$ cat config.mk
export PLATFORM = sky130hd
export DESIGN_NAME = mul_seq_ctrl
export DESIGN_NICKNAME = d
export VERILOG_FILES = /design/src/rtl/mul_seq_ctrl.sv
export SDC_FILE = /design/constraint.sdc
export NUM_CORES = 1
export LEC_CHECK = 0
export CAP_MARGIN = 25
export CORE_ASPECT_RATIO = 1.2
export CORE_MARGIN = 4
export CORE_UTILIZATION = 39
export DETAILED_ROUTE_END_ITERATION = 6
export PLACE_DENSITY = 0.88
export REMOVE_ABC_BUFFERS = 1
export SLEW_MARGIN = 10
export SYNTH_ARGS = -nofsm -noshare
export SYNTH_HDL_FRONTEND = slang
export SYNTH_SLANG_ARGS = --single-unit
$ cat constraint.sdc
create_clock -name clk -period 6.1 [get_ports clk]
set_clock_uncertainty 0.15 [all_clocks]
set_input_delay 1.83 -clock clk [delete_from_list [all_inputs] [get_ports clk]]
set_output_delay 1.83 -clock clk [all_outputs]
set_load 0.01 [all_outputs]
$ cat src/rtl/mul_seq_ctrl.sv
// ---------------------------------------------------------------------------
// mul_seq_ctrl
//
// Sequencing controller for a multi-cycle unsigned 32x32 multiplier. It sits
// between the pipeline and an external multiplier datapath, and owns the
// architectural HI/LO registers.
//
// A multiply request is accepted only when the controller is idle. The
// operands are latched and the multiplier gets a one-cycle start pulse.
// The controller then counts LATENCY rising edges before it captures the
// 64-bit product into {hi,lo}. A one-cycle done pulse follows.
//
// While the multiplier is busy, the pipeline is stalled on any access to
// HI/LO and on any new multiply request. A flush abandons an in-flight
// multiply without touching HI/LO.
//
// Parameters
//   LATENCY  rising edges, counted from the sampled start pulse, until
//            mul_prod is valid (2..63)
//   CNT_W    width of the wait counter
//
// Ports
//   clk        in   1   clock, rising-edge active
//   reset      in   1   asynchronous active-high reset
//   mul_req    in   1   pipeline requests op_a * op_b (unsigned)
//   op_a/op_b  in   32  multiply operands, valid with mul_req
//   mfhi_req   in   1   pipeline read of HI
//   mflo_req   in   1   pipeline read of LO
//   mt_we      in   1   write mt_data into HI (mt_sel=1) or LO (mt_sel=0)
//   mt_sel     in   1   HI/LO select for mt_we
//   mt_data    in   32  data for mt_we
//   flush      in   1   pipeline flush, aborts an in-flight multiply
//   mul_prod   in   64  product from the multiplier datapath
//   mul_start  out  1   one-cycle start pulse to the multiplier
//   mul_a/b    out  32  registered operands driven to the multiplier
//   busy       out  1   controller is not idle
//   stall      out  1   pipeline must hold its current HI/LO/multiply access
//   done       out  1   one-cycle pulse after the product lands in HI/LO
//   hi/lo      out  32  architectural HI/LO registers
//   rd_data    out  32  result of mfhi/mflo (valid only while stall=0)
// ---------------------------------------------------------------------------
module mul_seq_ctrl #(
  parameter int LATENCY = 32,
  parameter int CNT_W   = 6
) (
  input  logic          clk,
  input  logic          reset,
  input  logic          mul_req,
  input  logic [31:0]   op_a,
  input  logic [31:0]   op_b,
  input  logic          mfhi_req,
  input  logic          mflo_req,
  input  logic          mt_we,
  input  logic          mt_sel,
  input  logic [31:0]   mt_data,
  input  logic          flush,
  input  logic [63:0]   mul_prod,
  output logic          mul_start,
  output logic [31:0]   mul_a,
  output logic [31:0]   mul_b,
  output logic          busy,
  output logic          stall,
  output logic          done,
  output logic [31:0]   hi,
  output logic [31:0]   lo,
  output logic [31:0]   rd_data
);

  // Reject parameter combinations where the counter cannot reach its
  // terminal value or where the latency is outside the supported range.
  if (LATENCY < 2 || LATENCY > 63) begin : g_bad_latency
    $error("mul_seq_ctrl: LATENCY must be in 2..63");
  end
  if ((LATENCY - 1) >= (1 << CNT_W)) begin : g_bad_cnt_w
    $error("mul_seq_ctrl: CNT_W too narrow for LATENCY");
  end

  localparam logic [1:0] IDLE  = 2'd0;
  localparam logic [1:0] ISSUE = 2'd1;
  localparam logic [1:0] WAIT  = 2'd2;
  localparam logic [1:0] DONE  = 2'd3;

  // Count value at which the product becomes valid on mul_prod.
  localparam logic [CNT_W-1:0] CNT_LAST = CNT_W'(LATENCY - 1);

  logic [1:0]       state;
  logic [1:0]       state_nxt;
  logic [CNT_W-1:0] cnt;
  logic [CNT_W-1:0] cnt_nxt;
  logic             accept;
  logic             prod_load;
  logic             mt_write;
  logic             in_flight;
  logic             hilo_access;

  // Status decodes. "In flight" covers the cycles where the multiplier owns
  // the result, so HI/LO may be about to change underneath the pipeline.
  // mul_start and done are pure state decodes, so the asynchronous reset
  // clears them the moment it moves the state to IDLE.
  always_comb begin
    in_flight   = (state == ISSUE) || (state == WAIT);
    hilo_access = mfhi_req | mflo_req | mt_we | mul_req;
    busy        = (state != IDLE);
    mul_start   = (state == ISSUE);
    done        = (state == DONE);
  end

  // Stall the pipeline on any HI/LO access or new multiply while a multiply
  // is in flight. In DONE the new HI/LO are already architectural, so reads
  // and writes may proceed; only a new multiply waits until IDLE.
  always_comb begin
    stall = (in_flight & hilo_access) | ((state == DONE) & mul_req);
  end

  // Qualified actions for this cycle. A product capture is dropped when a
  // flush arrives at the very last wait cycle, which keeps the "flush leaves
  // HI/LO untouched" rule true at every count. mt writes only go through
  // while the pipeline is not stalled, so they never collide with a capture.
  always_comb begin
    accept    = (state == IDLE) & mul_req;
    prod_load = (state == WAIT) & ~flush & (cnt == CNT_LAST);
    mt_write  = mt_we & ~stall;
  end

  // Read mux for mfhi/mflo. mfhi wins if both are asserted; with no read
  // request the bus is driven to zero rather than left floating.
  always_comb begin
    if (mfhi_req) begin
      rd_data = hi;
    end else if (mflo_req) begin
      rd_data = lo;
    end else begin
      rd_data = 32'd0;
    end
  end

  // Next-state logic for the IDLE -> ISSUE -> WAIT -> DONE sequence. The
  // counter is cleared on leaving WAIT so it always starts the next
  // operation from zero and can never wrap inside one operation.
  always_comb begin
    state_nxt = state;
    cnt_nxt   = cnt;
    case (state)
      IDLE: begin
        cnt_nxt = '0;
        if (mul_req) begin
          state_nxt = ISSUE;
        end
      end
      ISSUE: begin
        cnt_nxt = '0;
        if (flush) begin
          state_nxt = IDLE;
        end else begin
          state_nxt = WAIT;
        end
      end
      WAIT: begin
        if (flush) begin
          state_nxt = IDLE;
          cnt_nxt   = '0;
        end else if (cnt == CNT_LAST) begin
          state_nxt = DONE;
          cnt_nxt   = '0;
        end else begin
          cnt_nxt = cnt + 1'b1;
        end
      end
      DONE: begin
        state_nxt = IDLE;
        cnt_nxt   = '0;
      end
      default: begin
        state_nxt = IDLE;
        cnt_nxt   = '0;
      end
    endcase
  end

  // State and wait counter. Reset abandons any operation immediately.
  always_ff @(posedge clk or posedge reset) begin
    if (reset) begin
      state <= IDLE;
      cnt   <= '0;
    end else begin
      state <= state_nxt;
      cnt   <= cnt_nxt;
    end
  end

  // Operand registers feeding the multiplier. They are loaded only when a
  // request is accepted, so they stay stable for the whole operation even
  // if the requester changes op_a/op_b while it is stalled.
  always_ff @(posedge clk or posedge reset) begin
    if (reset) begin
      mul_a <= 32'd0;
      mul_b <= 32'd0;
    end else if (accept) begin
      mul_a <= op_a;
      mul_b <= op_b;
    end
  end

  // Architectural HI/LO. The product is taken unmodified. An mt write
  // accepted in the same IDLE cycle as a multiply lands first; the product
  // overwrites both halves later.
  always_ff @(posedge clk or posedge reset) begin
    if (reset) begin
      hi <= 32'd0;
      lo <= 32'd0;
    end else if (prod_load) begin
      hi <= mul_prod[63:32];
      lo <= mul_prod[31:0];
    end else if (mt_write) begin
      if (mt_sel) begin
        hi <= mt_data;
      end else begin
        lo <= mt_data;
      end
    end
  end

endmodule

* Word-level counts from Yosys, hierarchy flattened
Index checks and enable logic that the tools add are counted.
Operators by class: add/subtract/negate cells 1, multiply operators 0, div/mod/pow operators 0, order comparisons 0, equal/unequal tests 7, shift operators 0, mux-type cells 16, bitwise operators 12, reduce and logical (&&, ||, !) cells 9
Operators by type and width (count):
- $mux W32 | 8
- $mux W6 | 2
- $pmux W6 S2 | 1
- $mux W2 | 4
- $pmux W2 S4 | 1
- $add A6 B1 Y6 const B | 1
- $and A1 B1 Y1 | 6
- $eq A6 B5 Y1 const B | 1
- $reduce_and A2 Y1 | 3
- $reduce_bool A2 Y1 | 3
- $eq A2 B2 Y1 const B | 2
- $or A1 B1 Y1 | 4
- $ne A3 B2 Y1 const B | 1
- $reduce_or A3 Y1 | 1
- $eq A2 B1 Y1 const B | 1
- $logic_not A2 Y1 | 1
- $ne A2 B1 Y1 const B | 1
- $ne A2 B2 Y1 const B | 1
- $not A1 Y1 | 2
- $logic_or A1 B1 Y1 | 1
Word-level totals: register bits 136, latch bits 0, RAM bits 0, ROM bits 0, input bits 168, output and inout port bits 164, word-level logic and storage cells 51, memories kept 0

* Logic depth before layout (Yosys ltp)
depth after elaboration 9, gate-level depth with buffers 9, depth with buffers taken out 6

* Least setup slack after synthesis
No wires, ideal clock.
path type input -> output, start input port mfhi_req, end output port rd_data[31], arrival 2638 ps, data required time 4120 ps, setup slack 1482 ps, stages on the path 4, path buffers 2, path through clkbuf_1 nor2b_1 clkbuf_1 a22o_1
Between the ends: word-level cells in the longest chain between the ends 1
RTL lines:
- start: declaration | line 51 | input logic mfhi_req,
- $mux W32 | line 128 | if (mfhi_req) begin
- end: declaration | line 66 | output logic [31:0] rd_data
Every way passes these cells.

* Final worst setup path
start input port mflo_req, end output port rd_data[2]
Between the ends: word-level cells in the longest chain between the ends 2
RTL lines:
- start: declaration | line 52 | input logic mflo_req,
- $mux W32 | line 130 | end else if (mflo_req) begin
- $mux W32 | line 128
Every way passes these cells.

==> results.json <==
{
  "status": "finished clean",
  "synth_common_cells": "136 x dfrtp_1, 91 x nand2_1, 65 x mux2i_1",
  "worst_hold_slack_ps": 311,
  "fin_nets": 1034,
  "drive_gt1_share_pct": 13.2,
  "clk_latency_ps": 410,
  "syn_avg_cell_area_um2": 11.6,
  "cp.arrival_ps": 3440,
  "clkSinkCount": 136,
  "powerDensity_nw_per_um2": 501,
  "grt_max_degree": 105,
  "n_antenna_cell": 0,
  "grt_use_total_pct": 23.2,
  "drcViolationCount": 0,
  "synth_top_area_share_pct": 55.3,
  "dpl_cell_area_um2": 9650,
  "ys.flop_type": "dfrtp_1",
  "num_rows": 50,
  "yosysMostFrequentCell": "dfrtp_1",
  "cts-buffers-inserted": 17,
  "syn_inst": 531,
  "grt_pass1_wl_um": 31600,
  "fmax_mhz": 184,
  "yosys-top-cells-area": "dfrtp_1 55%, mux2_2 12%, mux2i_1 11%, nand2_1 5.6%, o21ai_0 3.7%",
  "path_max_fanout": 10,
  "maxCapViolations": 0,
  "clk_pin_slew_ps": 60,
  "cts-root-buf": "clkbuf_16",
  "rsz0062_at_grt": "no",
  "drt-initial-drc-count": 338,
  "postCtsSetupRepairBufs": 0,
  "final-max-slew-violation-count": 0,
  "place_congestion": 0.880,
  "hold_viol": 0,
  "grt.overflow.total": 0,
  "clk_path_buf_depth": 2,
  "p_leak_nw": 4.28,
  "cp-end-kind": "primary output",
  "avgRoutedWirePerCell_um": 19.3,
  "yosys_warnings": 0,
  "multiInputGateArea_um2": 2560,
  "peakVddDrop_uv": 312,
  "drtPass1Iterations": 5,
  "die-area_um2": 17900,
  "die_h_um": 146,
  "setup_viol": 0,
  "rrSetupSlack_ps": 3580,
  "coreArea_um2": 15500,
  "hpwl_um": 15700,
  "area_growth_syn_to_layout_pct": 66.8,
  "slew_headroom_pct": 33.3,
  "io_pins": 332,
  "worst_pin_slew_ps": 996,
  "start_util_pct": 39.7,
  "cts_tree": "yes",
  "setup_tns_ps": 0,
  "crit_required_ps": 4120,
  "stdcell_area_um2": 10300,
  "port_buffers": 331,
  "regArea_um2": 3400,
  "avgViaCountPerCell": 5.01,
  "synth_edf_count": 0,
  "first_global_vias": 5834,
  "synth.distinct_cells": 28,
  "synth_top_area_cell": "dfrtp_1",
  "fin_crit_sh_pct": 88.9,
  "totalWireLength_um": 20800,
  "ys_seq_area_share_pct": 55.3,
  "hold_path.class": "flip-flop to flip-flop",
  "async_flop_share_pct": 100,
  "ys_ff_latch": 136,
  "antenna_found_initial": 0,
  "cts_hold_buffers": 0,
  "cp-start-kind": "input pin",
  "htreeDepth": 4,
  "ctsResizeCount": 0,
  "syn_area_um2": 6150,
  "fillers": 1160,
  "fin_crit_ps": 5420,
  "worst-setup-path-type": "input pin to primary output",
  "die-width_um": 123,
  "drtAntennaViolNets": 0,
  "vias": 5403
}
routing by layer:
metal	vias to the layer above	GRT usage [%]	routed length (um)	part of all wire, %
li1	2510	-	-	-
met1	2594	25.4	7660	37
met2	265	39.4	10500	50
met3	34	9.02	2140	10
met4	0	9.92	536	2.6
met5	-	0	0	0
layout make-up:
cell class              instances  share of cell area (%)
repair buffers                344                    33.2
well taps                     208                    2.54
clock inverters                10                    1.39
clock buffers                  21                    4.58
multi-input cells             355                    24.9
flip-flops and latches        136                    33.2
inverters                       5                   0.232
cell usage in the layout (no fill, tap or decap):
| master | count |
|---|---|
| nand3_1 | 2 |
| bufinv_16 | 3 |
| nand4_1 | 1 |
| a22o_1 | 20 |
| inv_6 | 3 |
| clkbuf_16 | 17 |
| clkinv_2 | 1 |
| xnor2_1 | 1 |
| ha_1 | 7 |
| or3b_2 | 1 |
| nor3_4 | 1 |
| nor3_1 | 1 |
| dfrtp_1 | 136 |
| or4_1 | 1 |
| inv_1 | 4 |
| nor4_1 | 1 |
| clkbuf_1 | 1 |
| buf_2 | 1 |
| nand2b_1 | 4 |
| mux2_2 | 64 |
| and2_4 | 1 |
| nor3_2 | 1 |
| xor2_1 | 2 |
| nor2_1 | 9 |
| mux2i_1 | 65 |
| a21oi_1 | 2 |
| nand2_2 | 1 |
| clkinvlp_4 | 4 |
| o21ai_0 | 46 |
| clkdlybuf4s50_1 | 330 |
| buf_4 | 13 |
| nand2_1 | 90 |
| o21ai_1 | 33 |
| clkbuf_8 | 3 |
| nor2b_2 | 1 |
path summary, 6_finish.rpt:
| kind | end | startpoint | depth (start not counted) |
|---|---|---|---|
| worst min-delay path | cnt[0] | cnt[0] | 1 |
| worst min register to register | cnt[0] | cnt[0] | 1 |
| min in group asynchronous | mul_a[18] | reset | 2 |
| worst max register to register | mul_b[16] | state[1] | 5 |
| worst max-delay path | rd_data[2] | mflo_req | 5 |
| max in group asynchronous | lo[13] | reset | 3 |
through the flow:
| stage | instances | util [%] | setup slack [ps] | power (W) |
|---|---|---|---|---|
| floorplan | 496 | - | -2830 | 0.00264 |
| global placement | 1048 | 62.2 | 727 | 0.00402 |
| detailed placement | 1048 | 62.2 | 680 | 0.00410 |
| CTS | 1079 | 66.1 | 671 | 0.00519 |
| global route | 1079 | 66.1 | 613 | 0.00542 |
| finish | 1079 | 66.1 | 676 | 0.00514 |
kinds of logic (layout without fill, tap and decap cells):
logic type / Yosys count / count (layout) / share of synthesized area [%]
compound gates: 101 / 101 / 9.43
xor+xnor: 3 / 3 / 0.427
fa+ha+maj: 7 / 7 / 1.42
buf+inv: 40 / 380 / 3.31
flops: 136 / 136 / 55.3
mux: 129 / 129 / 22.3
simple gates: 115 / 115 / 7.81
flip-flops by register name (all words and copies together) (netlist names):
signal / cells
lo: 32
cnt: 6
mul_b: 32
state: 2
mul_a: 32
hi: 32
power breakdown:
part / internal, W / switching [W]
Clock: 0.000676 / 0.000388
Sequential: 0.00135 / 0.000349
Combinational: 0.00144 / 0.000936
Total: 0.00347 / 0.00167
critical path: stages:
cell             delay (ps)
clkdlybuf4s50_1         480
nor2b_2                 170
buf_4                   250
a22o_1                  170
clkdlybuf4s50_1         540
(Power assumes the default switching activity.)
